### config.mk
export PLATFORM = sky130hd
export DESIGN_NAME = tdc_multi
export DESIGN_NICKNAME = d
export VERILOG_FILES = /design/src/rtl/tdc_pkg.sv /design/src/rtl/tdc_channel.sv /design/src/rtl/tdc_multi.sv
export SDC_FILE = /design/constraint.sdc
export NUM_CORES = 1
export LEC_CHECK = 0
export BUFFER_PORTS_ARGS = -buffer_cell sky130_fd_sc_hd__buf_2
export CAP_MARGIN = 20
export CORE_MARGIN = 2
export CORE_UTILIZATION = 30
export DETAILED_ROUTE_END_ITERATION = 8
export GPL_ROUTABILITY_DRIVEN = 0
export SLEW_MARGIN = 10
export SYNTH_ARGS = -nofsm -noshare
export SYNTH_HDL_FRONTEND = slang
export SYNTH_SLANG_ARGS = --single-unit
### constraint.sdc
create_clock -name clk -period 5 [get_ports clk]
set_input_delay 0.5 -clock clk [delete_from_list [all_inputs] [get_ports clk]]
set_output_delay 0.5 -clock clk [all_outputs]
set_load 0.01 [all_outputs]
### src/rtl/tdc_pkg.sv
// Shared types and helpers for the multi-channel time-to-digital converter.
package tdc_pkg;

  typedef enum logic [1:0] {
    IDLE   = 2'd0,
    COUNT  = 2'd1,
    OUTPUT = 2'd2
  } state_t;

  // Width of the channel index; never less than one bit.
  function automatic int unsigned chan_w(input int unsigned channels);
    return (channels > 32'd1) ? $clog2(channels) : 32'd1;
  endfunction

endpackage

### src/rtl/tdc_channel.sv
// One TDC stop channel: synchroniser, edge detect, pending bit and shot result.
// With TDC_AVG_EN defined, shots are summed into an accumulator with a sticky timeout flag.
module tdc_channel #(
  parameter int unsigned CNT_W          = 24,
  parameter int unsigned TIMEOUT_CYCLES = 1000000
`ifdef TDC_AVG_EN
  , parameter int unsigned AVG_LOG2     = 3
`endif
) (
  input  logic             clk,
  input  logic             rst_n,
  input  logic             stop,
  input  logic             arm,
  input  logic             count_en,
  input  logic             tmo_hit,
  input  logic [CNT_W-1:0] cnt,
`ifdef TDC_AVG_EN
  input  logic             clr_acc,
`endif
  output logic             pending,
  output logic [CNT_W-1:0] delay_c,
  output logic             timeout_c
);

  localparam logic [CNT_W-1:0] TMO = CNT_W'(TIMEOUT_CYCLES);

  logic [2:0]       sync;
  logic             stop_edge;
  logic             take_stop;
  logic             take_tmo;
  logic             take;
  logic [CNT_W-1:0] shot_val;

  // sync[1:0] is the synchroniser, sync[2] the previous value for edge detect
  assign stop_edge = sync[1] & ~sync[2];
  assign take_stop = count_en & pending & stop_edge;
  assign take_tmo  = count_en & pending & ~stop_edge & tmo_hit;
  assign take      = take_stop | take_tmo;
  assign shot_val  = take_stop ? cnt : TMO;

  always_ff @(posedge clk) begin
    if (!rst_n) begin
      sync    <= '0;
      pending <= 1'b0;
    end else begin
      sync <= {sync[1:0], stop};
      if (arm) begin
        pending <= ~stop_edge;
      end else if (take) begin
        pending <= 1'b0;
      end
    end
  end

`ifdef TDC_AVG_EN
  localparam int unsigned ACC_W = CNT_W + AVG_LOG2;

  logic [ACC_W-1:0] acc;
  logic             sticky;

  always_ff @(posedge clk) begin
    if (!rst_n || clr_acc) begin
      acc    <= '0;
      sticky <= 1'b0;
    end else if (take) begin
      acc    <= acc + ACC_W'(shot_val);
      sticky <= sticky | take_tmo;
    end
  end

  assign delay_c   = CNT_W'(acc >> AVG_LOG2);
  assign timeout_c = sticky;
`else
  logic [CNT_W-1:0] cap;
  logic             tmo;

  // A stop coinciding with the start edge is recorded as zero delay
  always_ff @(posedge clk) begin
    if (!rst_n) begin
      cap <= '0;
      tmo <= 1'b0;
    end else if (arm) begin
      cap <= '0;
      tmo <= 1'b0;
    end else if (take) begin
      cap <= shot_val;
      tmo <= take_tmo;
    end
  end

  assign delay_c   = cap;
  assign timeout_c = tmo;
`endif

endmodule

### src/rtl/tdc_multi.sv
// Multi-channel TDC: shared start arms CHANNELS stop inputs, results stream out over valid/ready.
// Optional multi-shot averaging is enabled by defining TDC_AVG_EN.
module tdc_multi
  import tdc_pkg::*;
#(
  parameter int unsigned CHANNELS       = 4,
  parameter int unsigned CNT_W          = 24,
  parameter int unsigned TIMEOUT_CYCLES = 1000000,
  parameter int unsigned AVG_LOG2       = 3
) (
  input  logic                        clk,
  input  logic                        rst_n,
  input  logic                        sent_signal,
  input  logic [CHANNELS-1:0]         recieved_signal,
  output logic                        result_valid,
  input  logic                        result_ready,
  output logic [chan_w(CHANNELS)-1:0] result_chan,
  output logic [CNT_W-1:0]            result_delay,
  output logic                        result_timeout,
  output logic                        busy
);

  localparam int unsigned       CHAN_W    = chan_w(CHANNELS);
  localparam logic [CNT_W-1:0]  TMO       = CNT_W'(TIMEOUT_CYCLES);
  localparam logic [CHAN_W-1:0] LAST_CHAN = CHAN_W'(CHANNELS - 1);

  if (CHANNELS < 1 || CHANNELS > 16 || CNT_W < 2 || AVG_LOG2 > 16 || TIMEOUT_CYCLES < 1 ||
      64'(TIMEOUT_CYCLES) >= (64'd1 << CNT_W)) begin : g_bad_params
    $error("tdc_multi: illegal parameter combination");
  end

  state_t            state;
  state_t            state_nx;
  logic [2:0]        start_sync;
  logic              start_edge;
  logic [CNT_W-1:0]  cnt;
  logic              tmo_hit;
  logic              arm;
  logic              count_en;
  logic              all_done;
  logic              final_shot;
  logic              hs;
  logic              last_hs;
  logic [CHAN_W-1:0] chan_inc;
  logic [CHANNELS-1:0] pending;
  logic [CHANNELS-1:0] chan_tmo;
  logic [CNT_W-1:0]  chan_delay [CHANNELS];
  logic              valid_nx;
  logic [CHAN_W-1:0] chan_nx;
  logic [CNT_W-1:0]  delay_nx;
  logic              tmo_nx;
  logic              busy_nx;

  // Start path uses the same 3-flop chain as the stop paths so delays are unbiased
  always_ff @(posedge clk) begin
    if (!rst_n) begin
      start_sync <= '0;
    end else begin
      start_sync <= {start_sync[1:0], sent_signal};
    end
  end

  assign start_edge = start_sync[1] & ~start_sync[2];
  assign arm        = (state == IDLE) && start_edge;
  assign count_en   = (state == COUNT);
  assign tmo_hit    = (cnt == TMO);
  assign all_done   = ~|pending;
  assign hs         = result_valid & result_ready;
  assign last_hs    = (state == OUTPUT) && hs && (result_chan == LAST_CHAN);
  assign chan_inc   = result_chan + CHAN_W'(1);

  // Delay counter saturates at the timeout value
  always_ff @(posedge clk) begin
    if (!rst_n) begin
      cnt <= '0;
    end else if (arm) begin
      cnt <= CNT_W'(1);
    end else if (count_en && !tmo_hit) begin
      cnt <= cnt + CNT_W'(1);
    end
  end

`ifdef TDC_AVG_EN
  localparam int unsigned       SHOT_W    = (AVG_LOG2 > 0) ? AVG_LOG2 : 1;
  localparam logic [SHOT_W-1:0] SHOT_LAST = SHOT_W'((64'd1 << AVG_LOG2) - 64'd1);

  logic              clr_acc;
  logic [SHOT_W-1:0] shot;

  assign clr_acc    = last_hs;
  assign final_shot = (shot == SHOT_LAST);

  always_ff @(posedge clk) begin
    if (!rst_n || clr_acc) begin
      shot <= '0;
    end else if (count_en && all_done && !final_shot) begin
      shot <= shot + SHOT_W'(1);
    end
  end
`else
  assign final_shot = 1'b1;
`endif

  for (genvar i = 0; i < CHANNELS; i++) begin : g_chan
    tdc_channel #(
      .CNT_W          (CNT_W),
      .TIMEOUT_CYCLES (TIMEOUT_CYCLES)
`ifdef TDC_AVG_EN
      , .AVG_LOG2     (AVG_LOG2)
`endif
    ) u_chan (
      .clk       (clk),
      .rst_n     (rst_n),
      .stop      (recieved_signal[i]),
      .arm       (arm),
      .count_en  (count_en),
      .tmo_hit   (tmo_hit),
      .cnt       (cnt),
`ifdef TDC_AVG_EN
      .clr_acc   (clr_acc),
`endif
      .pending   (pending[i]),
      .delay_c   (chan_delay[i]),
      .timeout_c (chan_tmo[i])
    );
  end

  always_ff @(posedge clk) begin
    if (!rst_n) begin
      state <= IDLE;
    end else begin
      state <= state_nx;
    end
  end

  always_comb begin
    state_nx = state;
    case (state)
      IDLE:    if (start_edge) state_nx = COUNT;
      COUNT:   if (all_done) state_nx = final_shot ? OUTPUT : IDLE;
      OUTPUT:  if (last_hs) state_nx = IDLE;
      default: state_nx = IDLE;
    endcase
  end

  // Next values of the registered result port; held while stalled
  always_comb begin
    valid_nx = result_valid;
    chan_nx  = result_chan;
    delay_nx = result_delay;
    tmo_nx   = result_timeout;
    busy_nx  = (state_nx != IDLE);
    if (count_en && all_done && final_shot) begin
      valid_nx = 1'b1;
      chan_nx  = '0;
      delay_nx = chan_delay[0];
      tmo_nx   = chan_tmo[0];
    end else if ((state == OUTPUT) && hs) begin
      if (last_hs) begin
        valid_nx = 1'b0;
      end else begin
        chan_nx  = chan_inc;
        delay_nx = chan_delay[chan_inc];
        tmo_nx   = chan_tmo[chan_inc];
      end
    end
  end

  always_ff @(posedge clk) begin
    if (!rst_n) begin
      result_valid   <= 1'b0;
      result_chan    <= '0;
      result_delay   <= '0;
      result_timeout <= 1'b0;
      busy           <= 1'b0;
    end else begin
      result_valid   <= valid_nx;
      result_chan    <= chan_nx;
      result_delay   <= delay_nx;
      result_timeout <= tmo_nx;
      busy           <= busy_nx;
    end
  end

endmodule

==> results.sh <==
export IMPL_cts_resized=0
export IMPL_synth_compound_area_share_pct=25.94
export IMPL_fillers=2634
export IMPL_drive_gt1_share_pct=11.69
export IMPL_hold_class="in -> reg"
export IMPL_synth_seq_cells=174
export IMPL_maxCapViolCount=0
export IMPL_cts_buffers=17
export IMPL_htreeDepth=4
export IMPL_root_buffer="clkbuf_16"
export IMPL_cts_tree="done"
export IMPL_num_antenna_cells=0
export IMPL_layout_commonest_cell="dfxtp_1"
export IMPL_dieArea_um2=27070
export IMPL_syn_inst=840
export IMPL_critPathMaxFanout=31
export IMPL_cp_start_kind="flop"
export IMPL_grt_pass1_wl_um=35650
export IMPL_finClkSkew_ps=13.10
export IMPL_port_buffer_count=36
export IMPL_cp_required_ps=5330
export IMPL_max_slew_margin_pct=27.21
export IMPL_wl_per_cell_um=19.15
export IMPL_grt_max_degree=68
export IMPL_synth_enable_flop_cells=0
export IMPL_fp_dieH_um=164.5
export IMPL_worst_setup_path_type="reg -> reg"
export IMPL_ff2ff_path_depth=7
export IMPL_synth_cell_area_um2=7731
export IMPL_drt_iter0_markers=640
export IMPL_worst_pin_slew_ps=1092
export IMPL_cts_num_sinks=174
export IMPL_postSynthAreaPerCell_um2=9.204
export IMPL_drc_errors=0
export IMPL_synth_xor_area_share_pct=1.246
export IMPL_cts_setup_buffers=0
export IMPL_fin_crit_sh_pct=64.10
export IMPL_routed_wl_um=22210
export IMPL_arrival_ps=3530
export IMPL_synth_top_family_by_area="compound AO/OA/AOI/OAI gates"
export IMPL_drv_slew=0
export IMPL_globalRouteOverflowTotal=0
export IMPL_cts_hold_fix_buffers=0
export IMPL_grt_use_total_pct=17.02
export IMPL_cts_clk_slew_worst_paths_ps=60
export IMPL_start_util_pct=30.61
export IMPL_synth_simple_gate_area_share_pct=14.08
export IMPL_synth_ff_type="dfxtp_1"
export IMPL_period_minus_slack_ps=3205
export IMPL_p_per_area_nw_per_um2=322.2
export IMPL_synth_mux_area_share_pct=6.312
export IMPL_synth_fp_nets=851
export IMPL_dp_hpwl_um=13520
export IMPL_power_leakage_nw=2.552
export IMPL_die_x_um=164.5
export IMPL_antenna_found_initial=0
export IMPL_ant_nets=0
export IMPL_status="finished clean"
export IMPL_fin_ws_ps=1795
export IMPL_synth_seq_area_share_pct=45.06
export IMPL_firstDrtPassIters=7
export IMPL_row_count=58
export IMPL_cts_path_max_buffers=2
export IMPL_hold_path_depth=2
export IMPL_coreArea_um2=25250
export IMPL_yosysUniqueCellTypes=57
export IMPL_async_reset_ff_share_pct=0
export IMPL_rsz0062_at_grt="no"
export IMPL_syn2layout_area_growth_pct=10.94
export IMPL_vias=6519
export IMPL_clk_latency_ps=430
export IMPL_final_cell_mix="dfxtp_1, a21oi_1, nand2_1, a311oi_1, mux2i_1"
export IMPL_fin_util_pct=33.96
export IMPL_ys_warn_count=0
export IMPL_grt_pass1_vias=6259
export IMPL_final_hold_viol_count=0
export IMPL_tns_ps=0
export IMPL_ios=37
export IMPL_place_worst_setup_slack_ps=1799
export IMPL_vias_per_cell=5.620
export IMPL_vdd_drop_max_mv=0.2391
export IMPL_cp_end_kind="flop"
export IMPL_max_freq_ghz=0.3120
export IMPL_final_nets=828
export IMPL_synth_fa_ha_area_share_pct=0.4855
export IMPL_setup_viol=0
[cells by family (layout without fill, tap and decap cells)]
kind of cell,after synthesis,count (layout)
XOR/XNOR,11,11
flip-flops,174,174
adder cells (fa/ha/maj),3,3
AO/OA/AOI/OAI,280,280
multiplexers,45,45
AND/OR/NAND/NOR,207,207
buffers and inverters,120,110
[cells in the mapped netlist, types with 6 or more instances]
cell type	number	area (um^2)
dfxtp_1	174	3483
a21oi_1	102	510.5
nand2_1	76	285.3
a311oi_1	55	481.7
clkbuf_1	43	161.4
mux2i_1	42	420.4
buf_2	40	200.2
o2bb2ai_1	40	350.3
inv_1	29	108.9
nor2_1	27	101.4
o221ai_1	21	183.9
and2_1	19	118.9
a32o_1	17	170.2
o21ai_0	16	80.08
nand3_1	11	55.05
nand4_1	10	62.56
nor4_1	8	50.05
or3_1	8	50.05
o31ai_1	7	52.55
xnor2_1	7	61.31
a31oi_1	6	37.54
nand2b_1	6	37.54
nor2b_1	6	37.54
nor3_1	6	30.03
[flip-flops by register name, summed over array words and instances, names as in the netlist]
signal / count
g_chan.u_chan.pending: 4
result_chan: 2
result_valid: 1
cnt: 24
result_timeout: 1
g_chan.u_chan.timeout_c: 4
start_sync: 3
state: 2
g_chan.u_chan.sync: 12
g_chan.u_chan.delay_c: 96
result_delay: 24
busy: 1
[report_power, final]
part / switching (mW) / internal (mW)
sequential: 0.00841 / 1.39
clock: 0.569 / 0.702
combinational: 0.0688 / 0.0213
[critical path, cell delays in order (launching register included)]
cell and delay, ps:
dfxtp_1 310, buf_4 390, ha_1 520, buf_4 500, and2_1 890, o2bb2ai_1 190
mux2i_1 90, o2bb2ai_1 170
[path summary, 6_finish.rpt]
check                                            from                             endpoint  slack [ps]
setup / recovery          result_chan[0]$_SDFFE_PP0P_        result_delay[17]$_SDFFE_PN0P_        1790
hold / removal                     recieved_signal[0]  g_chan[0].u_chan.sync[0]$_SDFF_PN0_         280
hold reg to reg   g_chan[2].u_chan.sync[0]$_SDFF_PN0_  g_chan[2].u_chan.sync[1]$_SDFF_PN0_         430
setup reg to reg          result_chan[0]$_SDFFE_PP0P_        result_delay[17]$_SDFFE_PN0P_        1790
[area by class of cell]
type | count | area, um^2 | share of cell area [%]
Timing Repair Buffer | 49 | 285.3 | 3.326
Clock inverter | 12 | 110.1 | 1.284
Clock buffer | 20 | 446.7 | 5.208
Tap cell | 330 | 412.9 | 4.814
Multi-Input combinational cell | 546 | 3730 | 43.49
Sequential cell | 174 | 3483 | 40.61
Inverter | 29 | 108.9 | 1.269
[stage by stage]
stage	area, um^2	std cells	hold WS [ps]	power, mW
after floorplan	7731	840	411.9	1.493
after global placement	7998	1126	422.0	1.524
after detailed placement	7998	1126	423.7	1.524
after CTS	8554	1158	262.5	2.789
after global routing	8577	1160	274.9	2.858
final	8577	1160	282.8	2.764
[layer usage]
metal	vias up	share of wire, %	track usage (%)
met4	0	2.3	6.047
met3	40	6.3	3.164
met5	-	0	0
li1	3105	-	-
met1	3142	46	23.16
met2	232	45	26.99
Power figures use the tool's default switching activity.
